[src/rtl/rom_sample_fetch.sv]
// Fetch sequencer in front of the five sample/wave ROMs (IC5, IC6, IC7, IC10, IC11).
// Accepts one tagged request at a time, drives the shared ROM address and a one-hot
// chip select, waits WAIT_CYCLES per byte, then returns the byte or little-endian word.
// Optional build macro ROM_FETCH_STATS_EN adds saturating fetch/error counters.
// WAIT_CYCLES legal range is 1..15 (4-bit wait counter).
module rom_sample_fetch #(
  parameter int unsigned WAIT_CYCLES = 2,
  parameter int unsigned TAG_W       = 4
) (
  input  logic             clk,
  input  logic             rst,
  input  logic             req_valid,
  output logic             req_ready,
  input  logic [2:0]       req_chip,
  input  logic [17:0]      req_addr,
  input  logic             req_word,
  input  logic [TAG_W-1:0] req_tag,
  output logic [17:0]      rom_addr,
  output logic [4:0]       rom_cs,
  input  logic [7:0]       rom_d5,
  input  logic [7:0]       rom_d6,
  input  logic [7:0]       rom_d7,
  input  logic [7:0]       rom_d10,
  input  logic [7:0]       rom_d11,
  output logic             rsp_valid,
  input  logic             rsp_ready,
  output logic [15:0]      rsp_data,
  output logic [TAG_W-1:0] rsp_tag,
  output logic             rsp_err
`ifdef ROM_FETCH_STATS_EN
  ,
  output logic [15:0]      fetch_count,
  output logic [7:0]       err_count
`endif
);

  typedef enum logic [1:0] {StIdle, StAddr0, StAddr1, StResp} state_e;

  localparam logic [3:0] WaitLoad = 4'(WAIT_CYCLES - 1);

  state_e           state_q, state_d;
  logic [3:0]       cnt_q, cnt_d;
  logic [2:0]       chip_q, chip_d;
  logic             word_q, word_d;
  logic [TAG_W-1:0] tag_q, tag_d;
  logic [15:0]      data_q, data_d;
  logic             err_q, err_d;
  logic [17:0]      rom_addr_q, rom_addr_d;
  logic [4:0]       rom_cs_q, rom_cs_d;
  logic [7:0]       rom_sel;
  logic             capture;
  logic             err_inc;

  // Data mux keyed only by the latched chip index.
  always_comb begin
    rom_sel = 8'h00;
    case (chip_q)
      3'd0:    rom_sel = rom_d5;
      3'd1:    rom_sel = rom_d6;
      3'd2:    rom_sel = rom_d7;
      3'd3:    rom_sel = rom_d10;
      3'd4:    rom_sel = rom_d11;
      default: rom_sel = 8'h00;
    endcase
  end

  // Next-state logic for the fetch FSM and its datapath registers.
  always_comb begin
    state_d    = state_q;
    cnt_d      = cnt_q;
    chip_d     = chip_q;
    word_d     = word_q;
    tag_d      = tag_q;
    data_d     = data_q;
    err_d      = err_q;
    rom_addr_d = rom_addr_q;
    rom_cs_d   = rom_cs_q;
    capture    = 1'b0;
    err_inc    = 1'b0;
    unique case (state_q)
      StIdle: begin
        if (req_valid) begin
          chip_d = req_chip;
          word_d = req_word;
          tag_d  = req_tag;
          if (req_chip <= 3'd4) begin
            state_d    = StAddr0;
            rom_addr_d = req_addr;
            rom_cs_d   = 5'b00001 << req_chip;
            cnt_d      = WaitLoad;
            err_d      = 1'b0;
          end else begin
            // Invalid chip: answer immediately, never touch the ROMs.
            state_d  = StResp;
            err_d    = 1'b1;
            data_d   = 16'h0000;
            rom_cs_d = 5'b00000;
            err_inc  = 1'b1;
          end
        end
      end
      StAddr0: begin
        if (cnt_q == 4'd0) begin
          capture = 1'b1;
          data_d  = {8'h00, rom_sel};
          if (word_q) begin
            state_d    = StAddr1;
            rom_addr_d = rom_addr_q + 18'd1;  // wraps within the same chip
            cnt_d      = WaitLoad;
          end else begin
            state_d  = StResp;
            rom_cs_d = 5'b00000;
          end
        end else begin
          cnt_d = cnt_q - 4'd1;
        end
      end
      StAddr1: begin
        if (cnt_q == 4'd0) begin
          capture      = 1'b1;
          data_d[15:8] = rom_sel;
          state_d      = StResp;
          rom_cs_d     = 5'b00000;
        end else begin
          cnt_d = cnt_q - 4'd1;
        end
      end
      StResp: begin
        if (rsp_ready) begin
          state_d = StIdle;
        end
      end
      default: state_d = StIdle;
    endcase
  end

  // State and datapath registers with synchronous reset.
  always_ff @(posedge clk) begin
    if (rst) begin
      state_q    <= StIdle;
      cnt_q      <= 4'd0;
      chip_q     <= 3'd0;
      word_q     <= 1'b0;
      tag_q      <= '0;
      data_q     <= 16'h0000;
      err_q      <= 1'b0;
      rom_addr_q <= 18'd0;
      rom_cs_q   <= 5'b00000;
    end else begin
      state_q    <= state_d;
      cnt_q      <= cnt_d;
      chip_q     <= chip_d;
      word_q     <= word_d;
      tag_q      <= tag_d;
      data_q     <= data_d;
      err_q      <= err_d;
      rom_addr_q <= rom_addr_d;
      rom_cs_q   <= rom_cs_d;
    end
  end

  assign req_ready = (state_q == StIdle);
  assign rsp_valid = (state_q == StResp);
  assign rsp_data  = data_q;
  assign rsp_tag   = tag_q;
  assign rsp_err   = err_q;
  assign rom_addr  = rom_addr_q;
  assign rom_cs    = rom_cs_q;

`ifdef ROM_FETCH_STATS_EN
  logic [15:0] fetch_count_q;
  logic [7:0]  err_count_q;

  // Saturating counters of ROM byte captures and invalid-chip requests.
  always_ff @(posedge clk) begin
    if (rst) begin
      fetch_count_q <= 16'h0000;
      err_count_q   <= 8'h00;
    end else begin
      if (capture && (fetch_count_q != 16'hFFFF)) begin
        fetch_count_q <= fetch_count_q + 16'd1;
      end
      if (err_inc && (err_count_q != 8'hFF)) begin
        err_count_q <= err_count_q + 8'd1;
      end
    end
  end

  assign fetch_count = fetch_count_q;
  assign err_count   = err_count_q;
`else
  logic unused_stats;
  assign unused_stats = capture ^ err_inc;
`endif

endmodule

[config.mk]
export PLATFORM = sky130hd
export DESIGN_NAME = rom_sample_fetch
export DESIGN_NICKNAME = d
export VERILOG_FILES = /design/src/rtl/rom_sample_fetch.sv
export SDC_FILE = /design/constraint.sdc
export NUM_CORES = 1
export LEC_CHECK = 0
export CAP_MARGIN = 20
export CORE_ASPECT_RATIO = 0.8
export CORE_MARGIN = 2
export CORE_UTILIZATION = 45
export DETAILED_ROUTE_END_ITERATION = 12
export PLACE_DENSITY = 0.93
export SYNTH_ARGS = -nofsm -noshare
export SYNTH_HDL_FRONTEND = slang
export SYNTH_SLANG_ARGS = --single-unit
[constraint.sdc]
create_clock -name clk -period 2.4 [get_ports clk]
set_input_delay 0.24 -clock clk [delete_from_list [all_inputs] [get_ports clk]]
set_output_delay 0.24 -clock clk [all_outputs]
set_load 0.01 [all_outputs]
# --- Word-level counts from Yosys, hierarchy flattened ---
# Index checks and enable logic that the tools add are counted.
totals:
  reg_bits: 54
  elab_cells: 75
  output_inout_bits: 46
  in_bits: 70
classes:
  add_sub_neg: 2
  n_reduce_logical: 12
  n_eq_ne: 17
  n_lt_le_gt_ge: 1
  n_shift: 1
  muxes: 32
op_table:
  columns: ["op", "count"]
  rows:
  - ["$mux W18", 4]
  - ["$mux W16", 3]
  - ["$pmux W8 S5", 1]
  - ["$pmux W18 S2", 1]
  - ["$mux W5", 5]
  - ["$pmux W8 S3", 1]
  - ["$mux W4", 5]
  - ["$reduce_and A5 Y1", 4]
  - ["$add A18 B1 Y18 const B", 1]
  - ["$pmux W8 S2", 1]
  - ["$pmux W5 S3", 1]
  - ["$ne A2 B2 Y1 const B", 7]
  - ["$pmux W4 S3", 1]
  - ["$mux W2", 5]
  - ["$mux W8", 1]
  - ["$pmux W2 S4", 1]
  - ["$reduce_and A4 Y1", 2]
  - ["$eq A3 B2 Y1 const B", 2]
  - ["$shl A1 B3 Y5 const A", 1]
  - ["$eq A2 B2 Y1 const B", 2]
  - ["$logic_not A4 Y1", 1]
  - ["$ne A2 B1 Y1 const B", 2]
  - ["$sub A4 B1 Y4 const B", 1]
  - ["$eq A3 B1 Y1 const B", 1]
  - ["other kinds (10)", 11]

# --- Longest topological paths before layout ---
# Gate-level depths: netlist of the first run.
logic_depth:
  depth_word: 4
  depth_mapped: 10
  depth_no_buf: 7

# --- Worst setup path after synthesis of the first run ---
# OpenSTA, ideal clock, no wires.
synth_path:
  path_kind: "reg2reg"
  startpoint: "register state_q[0]"
  endpoint: "register rom_addr_q[15] (netlist: rom_addr[15])"
  setup_time_ns: 0.079
  setup_slack_ns: 0.207
  arrival_time_ns: 2.114
  required_ns: 2.321
  path_stages_with_launch: 9
  synth_period_minus_slack_ns: 2.193
  n_path_buf: 1
  path_cell_list: "dfxtp_1 > inv_1 > ha_1 > buf_4 > mux2_4 > o211ai_4 > or4_4 > or3_1 > o211ai_1"
synth_via:
  elab_chain_cells: 3
  word_cells_on_any_way: 9
  cone_classes: "eq/ne: 5; mux: 1; reduce/logical: 3"
synth_rtl:
  columns: ["element", "line", "source"]
  rows:
  - ["from (decl)", "41", "state_e state_q, state_d;"]
  - ["from (signal assigned)", "140", "state_q <= StIdle;"]
  - ["from (signal assigned)", "150", "state_q <= state_d;"]
  - ["$logic_not A2 Y1 (*)", null, null]
  - ["via req_ready", "13", "output logic req_ready,"]
  - ["$ne A2 B1 Y1 (no line) (tied with other cells)", null, null]
  - ["$reduce_and A5 Y1 (no line)", null, null]
  - ["to (signal assigned)", "157", "rom_addr_q <= rom_addr_d;"]
  - ["to (decl)", "48", "logic [17:0] rom_addr_q, rom_addr_d;"]
# The timed path passes the listed nets; every way through them passes the cells marked *.
# A chain may end at the register's enable or synchronous reset.

# --- Final worst setup path of the first run ---
layout_path:
  startpoint: "register state_q[1]"
  endpoint: "register cnt_q[1]"
layout_via:
  elab_chain_cells: 3
  word_cells_on_any_way: 10
  cone_classes: "eq/ne: 6; mux: 1; reduce/logical: 3"
layout_rtl:
  columns: ["element", "line", "source"]
  rows:
  - ["$eq A2 B1 Y1 (tied with other cells)", "80", "unique case (state_q)"]
  - ["$ne A3 B3 Y1 (no line) (tied with other cells)", null, null]
  - ["$reduce_and A5 Y1 (no line)", null, null]
  - ["to (signal assigned)", "151", "cnt_q <= cnt_d;"]
  - ["to (decl)", "42", "logic [3:0] cnt_q, cnt_d;"]
# Parallel ways exist; a longest one is shown, timed or not.

==> results.md, run 1 <==
Yosys:
- Each instance of the synthesized netlist takes up on average approximately 8 µm².
- The gate count after technology mapping is roughly 380.
- The fraction of registers with async set/reset is 0.
- The sequential area share after synthesis is 0.3514.
- The synthesized net count is 459.
- The cell taking the most area after synthesis is sky130_fd_sc_hd__dfxtp_1.
- The synthesized design contains 0 enable-type register cells.
- The flop and latch count out of synthesis is 54.
- Of the post-synthesis cell area, the dominant cell type holds 0.3514.
- Yosys attributes the largest share of cell area to sky130_fd_sc_hd__dfxtp_1 35%, sky130_fd_sc_hd__o21ai_0 7.3%, sky130_fd_sc_hd__nand2_1 6.7%.
- The number of different library cells used by synthesis comes to 54.
- The cell area after technology mapping is 3077 µm².
- The most instantiated flip-flop cell in the synthesis netlist is sky130_fd_sc_hd__dfxtp_1.
- The count of warnings emitted by yosys is 0.

Run:
- The tool flagged a number of max-cap violations equal to 0.

Global route:
- The number of antenna violations at the first check in global routing is 0.
- The total routing usage reported by global routing is 0.2528.
- Entering global routing, the biggest net connects 45 pins.
- The global-route wire length before repair is 15170 µm.
- For this run the aggregate overflow at the end of global routing stands at 0.
- The number of global-route vias before repair came to 3158.

Drt:
- The remaining antenna violation count is 0.
- The pre-antenna-repair detailed-routing pass consisted of 5 iterations.
- The post-detailed-route wirelength per cell is 16.38 µm.
- The final routed wirelength across all metal layers is 9468 µm.
- The DRC violation count after routing is 0.
- After the first detailed-routing iteration, the DRC count stood at 299.
- Using the TritonRoute via totals, the vias-per-cell ratio works out to 5.839.
- The total number of vias is between 3000 and 4000.

STA:
- The max-slew violation total from the final report is 0.
- The clock period could shrink to 2.267 ns.
- At the pin with the least slew margin, the transition time is 0.6321 ns.
- The share of the clock period used by the worst path after layout is 0.9444.
- Setup repair after global routing left no endpoint under its margin.
- The setup clock skew after layout is 0.01709 ns.
- Static timing analysis puts the maximum clock frequency at 441.2 MHz.
- The number of hold violations in the final report is 0.
- Measured against its own limit, the worst slew margin works out to 0.5786.
- The worst hold slack is ~0.46 ns.
- The summed negative setup slack over all endpoints is 0 ns.
- The number of failing setup endpoints in the final timing report is 0.

Clocking:
- TritonCTS built the clock tree.
- After clock tree synthesis, the setup repair step added 0 buffers.
- After clock tree synthesis, the clock-pin slew on the worst setup and hold paths is approximately 0.12 ns.
- The cell sitting at the root of the clock tree is a sky130_fd_sc_hd__clkbuf_8.
- Gates resized during post-CTS repair numbered 0.
- The maximum number of buffers from clock root to sink is 2.
- CTS saw 54 sinks.
- The clock reaches the later pin of the worst-skew pair after 0.32 ns.
- The number of buffers added by the clock tree synthesis step is 5.
- For this design, the CTS-stage hold fixing added 0 buffers.
- The H-tree was split into 2 levels.

Floorplan:
- The die footprint is 7518 µm².
- For this configuration, the core starts out at a cell density of 0.4729.
- After floorplanning, the core was divided into 26 placement rows.
- The die is a little under 100 µm wide.
- During I/O placement, the number of pins put on the boundary was 116.
- The y dimension of the die is about 78 µm.
- The region available for standard cell placement spans 6506 µm².

Worst setup path:
- The critical path goes through inv_1 > ha_1 > buf_4 > a21o_1 > a221o_1 > or3b_1 > a21oi_1.
- On the worst path, the slowest cell contributes a delay of 0.44 ns.
- The worst setup path is captured at a flop.
- The kind of cell with the highest combined delay on the critical path is compound AO/OA/AOI/OAI gates.
- By startpoint and endpoint, the worst setup path is classified as flop to flop.
- For the worst setup path, the data arrival time is 2.50 ns.
- The category of the worst setup path launch point is a flop.
- The sum of buffers and inverters on the critical path is 2.
- The largest individual stage delay along the critical path comes from the cell sky130_fd_sc_hd__dfxtp_1.
- The critical path required time is 2.63 ns.
- Of all nets on the critical path, the largest fanout is 20.

Pwr:
- The leakage power figure is between 0.0015 and 0.002 µW.
- The worst IR drop on VDD is 0.0004671 V.
- Overall power consumption after layout is estimated at 4179 µW.
- Dividing total power by cell area gives a power density of 943.7 nW/µm².

Layout:
- The multi-input combinational cells in the finished layout cover a total of 1854 µm².
- The number of antenna diodes in the final layout is 0.
- For this run, the share of the core covered by cells in the final layout is 0.6806.
- Compared with the post-synthesis result, the final layout area differs by 43.92%.
- Counting the fill cells in the layout gives between 500 and 600.
- The total number of nets in the final design is 571.
- The sequential cells in the finished layout cover a total of 1081 µm².
- The share of post-route cells with drive strength above 1 is 0.06478.

Run status:
- The flow ran to the end, and the final reports show no timing, DRC or antenna violations.

Placed design:
- The wire-length estimate of the detail-placed layout is ~7200 µm.
- The weighted congestion reported at the end of routability-driven placement is 0.8574.
- Port buffering added approximately 120 buffers.

Min path:
- The min-delay analysis places its worst path in the category input port to flop.
-- worst paths after layout --
kind,cells after the start,slack [ns],to,from
setup / recovery,7,0.13,cnt_q[1],state_q[1]
hold reg to reg,2,0.46,rsp_tag[2],rsp_tag[2]
hold / removal,3,0.46,rsp_tag[3],req_tag[3]
setup reg to reg,7,0.13,cnt_q[1],state_q[1]
-- routing by layer --
metal  wire [µm]  vias up  track usage
li1            -     1631            -
met3         495       16      0.03786
met1        4148     1615       0.3399
met5           0        -            0
met2        4649      113       0.4188
met4         174        0      0.07042
-- final cells by class --
cell class,instances,share of cell area
clock buffer,5,0.01554
clock inverter,3,0.006499
inverter,11,0.009325
multi-input combinational,293,0.4188
sequential,54,0.2441
tap,84,0.02374
timing repair buffer,128,0.2820
-- power by group --
group          leakage [µW]  total [µW]  switching, µW  internal [µW]
sequential         0.000440        1340            247           1100
combinational       0.00104        2280           1240           1040
clock             0.0000506         551            332            219
total               0.00153        4180           1820           2360
-- metrics by stage --
| stage | instance area [µm²] | worst slack [ns] | cells |
|---|---|---|---|
| 2_1_floorplan | 3077 | 0.2067 | 381 |
| 3_3_place_gp | 4330 | 0.2739 | 570 |
| 3_5_place_dp | 4330 | 0.1923 | 570 |
| 4_1_cts | 4428 | 0.1504 | 578 |
| 5_1_grt | 4428 | 0.04928 | 578 |
| 6_report | 4428 | 0.1335 | 578 |
-- logic make-up after synthesis --
| logic type | Yosys count | synth area share |
|---|---|---|
| mux | 22 | 0.07360 |
| fa+ha+maj | 8 | 0.03253 |
| flops | 54 | 0.3514 |
| simple gates | 129 | 0.2102 |
| compound gates | 134 | 0.2863 |
| buf+inv | 34 | 0.04595 |
-- worst min-delay path: cells and delay by family --
family	cells	cell delay, ns
AND/OR/NAND/NOR	1	0.06
AO/OA/AOI/OAI	1	0.05
buffers and inverters	1	0.39
-- cell usage after synthesis, types with 3 or more instances --
cell and count:
sky130_fd_sc_hd__a211oi_1 5, sky130_fd_sc_hd__a21oi_1 31, sky130_fd_sc_hd__a22oi_1 5, sky130_fd_sc_hd__a31oi_1 3
sky130_fd_sc_hd__and2_1 3, sky130_fd_sc_hd__and3_1 3, sky130_fd_sc_hd__buf_1 3, sky130_fd_sc_hd__buf_2 5
sky130_fd_sc_hd__clkbuf_1 13, sky130_fd_sc_hd__dfxtp_1 54, sky130_fd_sc_hd__ha_1 8, sky130_fd_sc_hd__inv_1 11
sky130_fd_sc_hd__mux2i_1 20, sky130_fd_sc_hd__nand2_1 55, sky130_fd_sc_hd__nand2b_1 3, sky130_fd_sc_hd__nand3_1 11
sky130_fd_sc_hd__nand3b_1 6, sky130_fd_sc_hd__nand4_1 4, sky130_fd_sc_hd__nor2_1 18, sky130_fd_sc_hd__nor2b_1 5
sky130_fd_sc_hd__nor4_1 4, sky130_fd_sc_hd__o21ai_0 45, sky130_fd_sc_hd__o2bb2ai_1 17, sky130_fd_sc_hd__o31ai_1 3
sky130_fd_sc_hd__o32ai_1 3, sky130_fd_sc_hd__or2_2 3
-- sequential cells by signal, indices dropped and copies added, names as in the netlist --
name / flops
cnt_q: 4
rom_cs: 5
rsp_tag: 4
rom_addr: 18
word_q: 1
rsp_data: 16
state_q: 2
chip_q: 3
rsp_err: 1
-- placed cells by master, fill, tap and decap left out, drive strengths merged, types with 4 or more instances in the layout --
| master | n |
|---|---|
| clkdlybuf4s50 | 115 |
| nand2 | 55 |
| dfxtp | 54 |
| o21ai | 46 |
| a21oi | 31 |
| mux2i | 20 |
| nor2 | 18 |
| o2bb2ai | 17 |
| buf | 13 |
| inv | 13 |
| nand3 | 11 |
| ha | 8 |
| nand3b | 6 |
| a22oi | 5 |
| a211oi | 5 |
| nor2b | 5 |
| clkbuf | 5 |
| nor4 | 4 |
| nand4 | 4 |
| o211ai | 4 |
No activity file was read; power rests on OpenSTA's default activity.
==> inputs of run 2 (changes only) <==
--- a/config.mk
+++ b/config.mk
@@ -11,6 +11,7 @@
 export CORE_UTILIZATION = 45
 export DETAILED_ROUTE_END_ITERATION = 12
 export PLACE_DENSITY = 0.93
+export REMOVE_ABC_BUFFERS = 1
 export SYNTH_ARGS = -nofsm -noshare
 export SYNTH_HDL_FRONTEND = slang
 export SYNTH_SLANG_ARGS = --single-unit
==> run 2 against run 1 <==
Worst setup slack better by 0.069 ns. Hold slack better by 0.0045 ns. Global-route usage increased by 0.52 points. Combinational power is 2% higher. First-iteration DRC count is 4.7% higher. Register-to-register slack gained 0.07 ns. Die area did not move. Non-clock buffer count rose by 1. Power up 2.6%. Cell area increased by 0.62%. Count of clock-buffer cells in the layout increased by 1.
==> results.md, run 2 (same netlist as run 1, synthesis figures left out) <==
Run status:
- The flow ran to the end, and the final reports show no timing, DRC or antenna violations.

STA:
- The clock period minus final worst setup slack came to 2.197 ns (-0.06943 ns).
- The setup clock skew after layout came to 0.01085 ns (-0.006233 ns).
- The timing-limited maximum frequency is 455.1 MHz (+3.2%).
- The number of failing setup endpoints in the final timing report is 0 (unchanged).
- The share of the clock period used by the worst path after layout is 0.9155 (-0.02893).
- The transition time of the tightest slew-check pin is 0.7054 ns (+0.07325 ns).
- The worst max-slew margin expressed relative to the limit is 0.5297 (-0.04884).
- The number of hold violations in the final report is 0 (unchanged).
- The max-slew violation total from the final report is 0 (unchanged).
- Setup repair after global routing left no endpoint under its margin.

Worst setup path:
- The delay of the slowest critical-path stage was 0.54 ns (+0.10 ns).
- The category of the worst setup path launch point is a flop.
- The type of destination of the critical path is a flop.
- Traced cell by cell, the critical path runs through inv_1 > ha_2 > mux2_4 > o211ai_4 > or4_4 > or3_1 > o211ai_1.
- The critical path data arrival time was 2.44 ns (-0.06 ns).
- The maximum fanout along the worst path came to 8 (-60%).
- The critical path required time is 2.64 ns (about the same).
- The slowest stage of the critical path belongs to the cell sky130_fd_sc_hd__or4_4.
- The setup slack of the worst register-to-register path is 0.20 ns (+0.07 ns).
- The setup path with the least slack is of type flop to flop.

Global route:
- The largest net degree at the start of global routing was 30 (-33%).
- The number of antenna violations at the first check in global routing was 0 (unchanged).
- The met1 layer usage reported by global route is 0.3442 (+0.004224).
- The global-route met3 utilization is 0.04757 (+0.009709).
- The number of global-route vias before repair is 3202 (+1.4%).
- The met2 track demand over resource in global routing came to 0.4160 (-0.002778).
- The global-route wire length before repair is 15420 µm (+1.7%).
- The total routing usage reported by global routing is 0.2579 (+0.005179).
- The sum of overflow across all layers after global routing came to 0 (unchanged).
- In this run the most used layer during global routing was met2.

Clocking:
- The total of hold buffers inserted after clock tree synthesis is 0 (unchanged).
- The number of levels in the clock H-tree is 2 (unchanged).
- The number of buffers added by the clock tree synthesis step came to 5 (unchanged).
- The clock transition at the registers of the reported paths came to 0.11 ns (about the same).
- The number of buffers inserted to repair setup after CTS is 0 (unchanged).
- The source-to-sink clock delay at the later pin of the worst-skew pair is 0.31 ns (about the same).
- The TritonCTS clock tree is yes.
- The maximum number of buffers from clock root to sink was 2 (unchanged).
- The cell sitting at the root of the clock tree is a sky130_fd_sc_hd__clkbuf_8.
- The total clock sinks is 54 (unchanged).

Floorplan:
- The core area came to 6506 µm² (unchanged).
- The die footprint is 7518 µm² (unchanged).
- The I/O pin count is 116 (unchanged).
- The horizontal die dimension came to 96.45 µm (unchanged).
- The starting density of the core is 0.4729 (unchanged).
- The y dimension of the die came to 77.96 µm (unchanged).
- The number of rows created at floorplan is 26 (unchanged).

Layout:
- The share of post-route cells with drive strength above 1 is 0.06869 (+0.003910).
- The final non-filler cell total is 579 (+0.17%).
- From synthesis to final layout, the design area changed by 44.81%.
- The area taken by multi-input logic gates is 1857 µm² (+0.13%).
- The top cell types in the final layout, fill and taps aside, are 115 x sky130_fd_sc_hd__clkdlybuf4s50_1, 55 x sky130_fd_sc_hd__nand2_1, 53 x sky130_fd_sc_hd__dfxtp_1.
- The most common cell after layout, fill and taps aside is sky130_fd_sc_hd__clkdlybuf4s50_1.
- The register area is 1082 µm² (+0.12%).
- The count of inserted antenna diode cells came to 0 (unchanged).
- The total number of nets in the final design is 572 (+0.18%).
- The number of fill cells in the layout is 503 (-3.6%).
- The number of flip-flops under the largest register name is 18 (unchanged).

Placed design:
- The half-perimeter wire length after placement is 7576 µm (+4.9%).
- The count of buffers inserted at the top-level ports is 115 (unchanged).
- The weighted congestion reported at the end of routability-driven placement was 0.9402 (+9.7%).
- The number of placed instances with taps included is 571 (+0.18%).

Drt:
- The post-detailed-route wirelength per cell is 17.37 µm (+6.0%).
- The initial DRC count came to 313 (+4.7%).
- The DRC violation count after routing is 0 (unchanged).
- The final routed wirelength across all metal layers is 10060 µm (+6.2%).
- The per-cell via count in the routed design is 6.064 (+3.8%).
- The remaining antenna violation count was 0 (unchanged).
- The number of iterations in the first detailed-routing pass came to 5 (unchanged).
- The total number of vias is 3511 (+4.0%).

Pwr:
- The switching share of power is 0.4231 (-0.01214).
- The clock share of power came to 0.146 (+0.014).
- The relative contribution of sequential cells to total power is 0.313 (-0.009).
- The leakage power figure is 0.001534 µW (+0.45%).
- The power after layout is 4286 µW (+2.6%).
- The worst IR drop on VDD is 0.0005427 V (+16%).
- The logic gate share of total power is 0.542 (-0.004).
- The cell internal power dissipation was 2472 µW (+4.8%).
- The net switching power figure was 1813 µW (-0.30%).
- The power per standard cell area is 961.9 nW/µm² (+1.9%).

Min path:
- The worst hold path belongs to the class flop to flop.

Run:
- The count of maximum capacitance violations is 0 (unchanged).
run 2: changes by cell type in the layout (fill, tap and decap cells not counted), sizes merged:
cell | previous run | this run
clkbuf | 5 | 6
bufinv | 0 | 1
clkinv | 1 | 0
clkinvlp | 0 | 1
inv | 13 | 11
buf | 13 | 14
run 2: stage by stage:
step / TNS [ns] / utilization / setup WS [ns] / area, µm² / hold slack (ns)
final: 0 / 0.6848 / 0.2029 / 4456 / 0.4633
after global routing: 0 / 0.6848 / 0.06648 / 4456 / 0.4839
after CTS: 0 / 0.6837 / 0.1257 / 4448 / 0.4622
after detailed placement: 0 / 0.6667 / 0.1805 / 4338 / 0.4452
after global placement: 0 / 0.6667 / 0.2499 / 4338 / 0.4413
after floorplan: -2.452 / - / -0.2477 / 2977 / 0.3091
run 2: power by group through the flow:
stage | Clock [µW] | Combinational (µW) | Sequential, µW
after floorplan | 0 | 1260 | 1390
after global placement | 0 | 2160 | 1330
after detailed placement | 0 | 2240 | 1350
after CTS | 616 | 2270 | 1330
after global routing | 648 | 2520 | 1370
final | 624 | 2320 | 1340
run 2: path summary, 6_finish.rpt:
kind / from / to / cells past startpoint
setup / recovery: state_q[0] / rom_addr[17] / 7
hold / removal: rsp_tag[3] / rsp_tag[3] / 2
setup reg to reg: state_q[0] / rom_addr[17] / 7
hold reg to reg: rsp_tag[3] / rsp_tag[3] / 2
run 2: cell type report:
| type | instances | share of cell area |
|---|---|---|
| well taps | 84 | 0.02359 |
| clock inverters | 2 | 0.008425 |
| inverters | 11 | 0.009267 |
| flip-flops and latches | 54 | 0.2429 |
| clock buffers | 6 | 0.01629 |
| repair buffers | 129 | 0.2828 |
| multi-input cells | 293 | 0.4167 |
run 2: timing repair:
action / CTS / global route
setup endpoints to repair: 0 / 4
hold endpoints to repair: 0 / 0
resized for setup: 0 / 3
run 2: routing by layer:
metal,share of wire,wire (µm)
met1,0.42,4226
met2,0.48,4823
met3,0.070,706
met4,0.030,300
met5,0,0
run 2: critical path: cells and delay by family, from the launching register on:
family	cells	cell delay, ns
AOI/OAI and AO/OA	2	0.19
adders and majority gates	1	0.26
buffers and inverters	1	0.14
DFF	1	0.40
muxes	1	0.23
and+or+nand+nor	2	0.91
==> inputs of run 3 (changes only) <==
--- a/config.mk
+++ b/config.mk
@@ -11,6 +11,7 @@
 export CORE_UTILIZATION = 45
 export DETAILED_ROUTE_END_ITERATION = 12
 export PLACE_DENSITY = 0.93
+export RECOVER_POWER = 100
 export REMOVE_ABC_BUFFERS = 1
 export SYNTH_ARGS = -nofsm -noshare
 export SYNTH_HDL_FRONTEND = slang
==> run 3 against run 2 <==
Non-clock buffer count unchanged. Utilization decreased by 0.12 points. Clock power decreased by 0.6%. Clock skew decreased by 0.0014 ns.
==> results.md, run 3 (same netlist as run 1, synthesis figures left out) <==
Clocking:
- The cell chosen for the clock root is sky130_fd_sc_hd__clkbuf_8.
- The number of buffers added by the clock tree synthesis step is 5 (unchanged).
- The total of hold buffers inserted after clock tree synthesis is 0 (unchanged).
- The total clock sinks came to 54 (unchanged).
- The number of levels in the clock H-tree is 2 (unchanged).
- The TritonCTS clock tree is yes.
- The post-cts resize count came to 0 (unchanged).
- The maximum number of buffers from clock root to sink came to 2 (unchanged).
- The clock transition at the registers of the reported paths is 0.10 ns (about the same).
- The source-to-sink clock delay at the later pin of the worst-skew pair is 0.31 ns (about the same).
- The number of buffers inserted to repair setup after CTS is 0 (unchanged).

Pwr:
- The worst IR drop on VDD came to 0.0005370 V (-1.0%).
- The clock share of power is 0.147 (about the same).
- The net switching power figure came to 1805 µW (-0.48%).
- The leakage power figure came to 0.001670 µW (+8.9%).
- The switching share of power was 0.4291 (+0.005971).
- The cell internal power dissipation is 2401 µW (-2.9%).
- The power per standard cell area is 945.5 nW/µm² (-1.7%).
- The logic gate share of total power is 0.536 (-0.006).
- The relative contribution of sequential cells to total power is 0.317 (+0.004).

Global route:
- The sum of overflow across all layers after global routing is 0 (unchanged).
- The global-route wire length before repair was 15420 µm (unchanged).
- The met2 track demand over resource in global routing is 0.4160 (unchanged).
- The number of antenna violations at the first check in global routing was 0 (unchanged).
- The global-route met3 utilization was 0.04757 (unchanged).
- The total routing usage reported by global routing is 0.2579 (unchanged).
- The most utilized layer in the global route result is met2.
- The number of global-route vias before repair is 3202 (unchanged).
- The largest net degree at the start of global routing is 30 (unchanged).
- The met1 layer usage reported by global route is 0.3442 (unchanged).

STA:
- The number of failing setup endpoints in the final timing report is 0 (unchanged).
- The share of the clock period used by the worst path after layout is 0.9295 (+0.01407).
- The worst hold slack came to 0.4602 ns (-0.003112 ns).
- The clock period minus final worst setup slack is 2.231 ns (+0.03376 ns).
- Setup repair after global routing left no endpoint under its margin.
- The transition time of the tightest slew-check pin is 0.6890 ns (-0.01637 ns).
- The setup clock skew after layout is 0.009486 ns (-0.001366 ns).
- The worst max-slew margin expressed relative to the limit was 0.5407 (+0.01091).
- The max-slew violation total from the final report is 0 (unchanged).
- The timing-limited maximum frequency is 448.3 MHz (-1.5%).
- The number of hold violations in the final report is 0 (unchanged).

Layout:
- The number of flip-flops under the largest register name came to 18 (unchanged).
- The most common cell after layout, fill and taps aside is sky130_fd_sc_hd__clkdlybuf4s50_1.
- The number of fill cells in the layout came to 504 (+0.20%).
- The count of inserted antenna diode cells was 0 (unchanged).
- The total number of nets in the final design is 572 (unchanged).
- Compared with the post-synthesis result, the final layout area differs by 44.57%.
- The area taken by multi-input logic gates came to 1853 µm² (-0.20%).
- In the layout the commonest cells are 69 x sky130_fd_sc_hd__clkdlybuf4s50_1, 55 x sky130_fd_sc_hd__nand2_1, 53 x sky130_fd_sc_hd__dfxtp_1.
- The register area came to 1082 µm² (unchanged).
- The fraction of the core area covered by cells at the end of the flow came to 0.6837 (-0.001154).
- The share of post-route cells with drive strength above 1 is 0.06465 (-0.004040).

Run status:
- The flow ran to the end, and the final reports show no timing, DRC or antenna violations.

Min path:
- The tightest min-delay check is of the flop to flop type.

Drt:
- The post-detailed-route wirelength per cell is 17.35 µm (about the same).
- The number of iterations in the first detailed-routing pass is 6 (+1).
- The remaining antenna violation count is 0 (unchanged).
- The per-cell via count in the routed design came to 5.981 (-1.4%).
- The DRC violation count after routing is 0 (unchanged).
- The initial DRC count is 294 (-6.1%).
- The total number of vias is 3463 (-1.4%).
- The final routed wirelength across all metal layers is 10050 µm (about the same).

Floorplan:
- The number of rows created at floorplan is 26 (unchanged).
- The horizontal die dimension came to 96.45 µm (unchanged).
- The I/O pin count is 116 (unchanged).
- The starting density of the core is 0.4729 (unchanged).
- The y dimension of the die is 77.96 µm (unchanged).
- The die footprint is 7518 µm² (unchanged).
- The core area is 6506 µm² (unchanged).

Worst setup path:
- The critical path data arrival time is 2.46 ns (+0.02 ns).
- STA classifies the critical path startpoint as a flop.
- The critical path required time is 2.63 ns (about the same).
- STA classifies the critical path endpoint as a flop.
- The maximum fanout along the worst path is 8 (unchanged).
- The worst setup path is of the flop to flop kind.

Placed design:
- The weighted congestion reported at the end of routability-driven placement is 0.9402 (unchanged).
- The half-perimeter wire length after placement is 7576 µm (unchanged).
- The count of buffers inserted at the top-level ports is 115 (unchanged).

Run:
- The count of maximum capacitance violations came to 0 (unchanged).
[run 3: power by group through the flow]
stage	Combinational (µW)	Clock, µW	Sequential (µW)
after floorplan	1260	0	1390
after global placement	2160	0	1330
after detailed placement	2240	0	1350
after CTS	2270	616	1330
after global routing	2440	648	1360
final	2250	620	1330
[run 3: cell type report]
type / instances / area share
inverter: 11 / 0.009283
sequential: 54 / 0.2433
multi-input combinational: 293 / 0.4166
timing repair buffer: 129 / 0.2824
tap: 84 / 0.02363
clock buffer: 6 / 0.01632
clock inverter: 2 / 0.008439
[run 3: layer usage]
layer | wire, µm | vias to the layer above
met5 | 0 | -
met1 | 4225 | 1632
met4 | 278 | 0
li1 | - | 1627
met2 | 4866 | 174
met3 | 676 | 30
[run 3: critical path, stage by stage (launching register included)]
cell and delay [ns]:
sky130_fd_sc_hd__dfxtp_2 0.36, sky130_fd_sc_hd__inv_1 0.11, sky130_fd_sc_hd__ha_1 0.20, sky130_fd_sc_hd__clkbuf_1 0.35
sky130_fd_sc_hd__mux2_2 0.39, sky130_fd_sc_hd__a21oi_1 0.57, sky130_fd_sc_hd__o2bb2ai_1 0.19
[run 3: worst paths after layout]
kind                  to  startpoint  cells past startpoint  slack (ns)
max          rsp_data[3]  state_q[1]                      6        0.17
min           rsp_tag[3]  rsp_tag[3]                      2        0.46
max reg2reg  rsp_data[3]  state_q[1]                      6        0.17
min reg2reg   rsp_tag[3]  rsp_tag[3]                      2        0.46
[run 3: metrics by stage]
| stage | TNS (ns) | cell area, µm² | cells | setup slack [ns] | total power [µW] |
|---|---|---|---|---|---|
| floorplan | -2.452 | 2977 | 358 | -0.2477 | 2644 |
| global placement | 0 | 4338 | 571 | 0.2499 | 3497 |
| detailed placement | 0 | 4338 | 571 | 0.1805 | 3587 |
| CTS | 0 | 4448 | 579 | 0.1257 | 4218 |
| global route | 0 | 4448 | 579 | 0.05316 | 4453 |
| finish | 0 | 4448 | 579 | 0.1692 | 4206 |
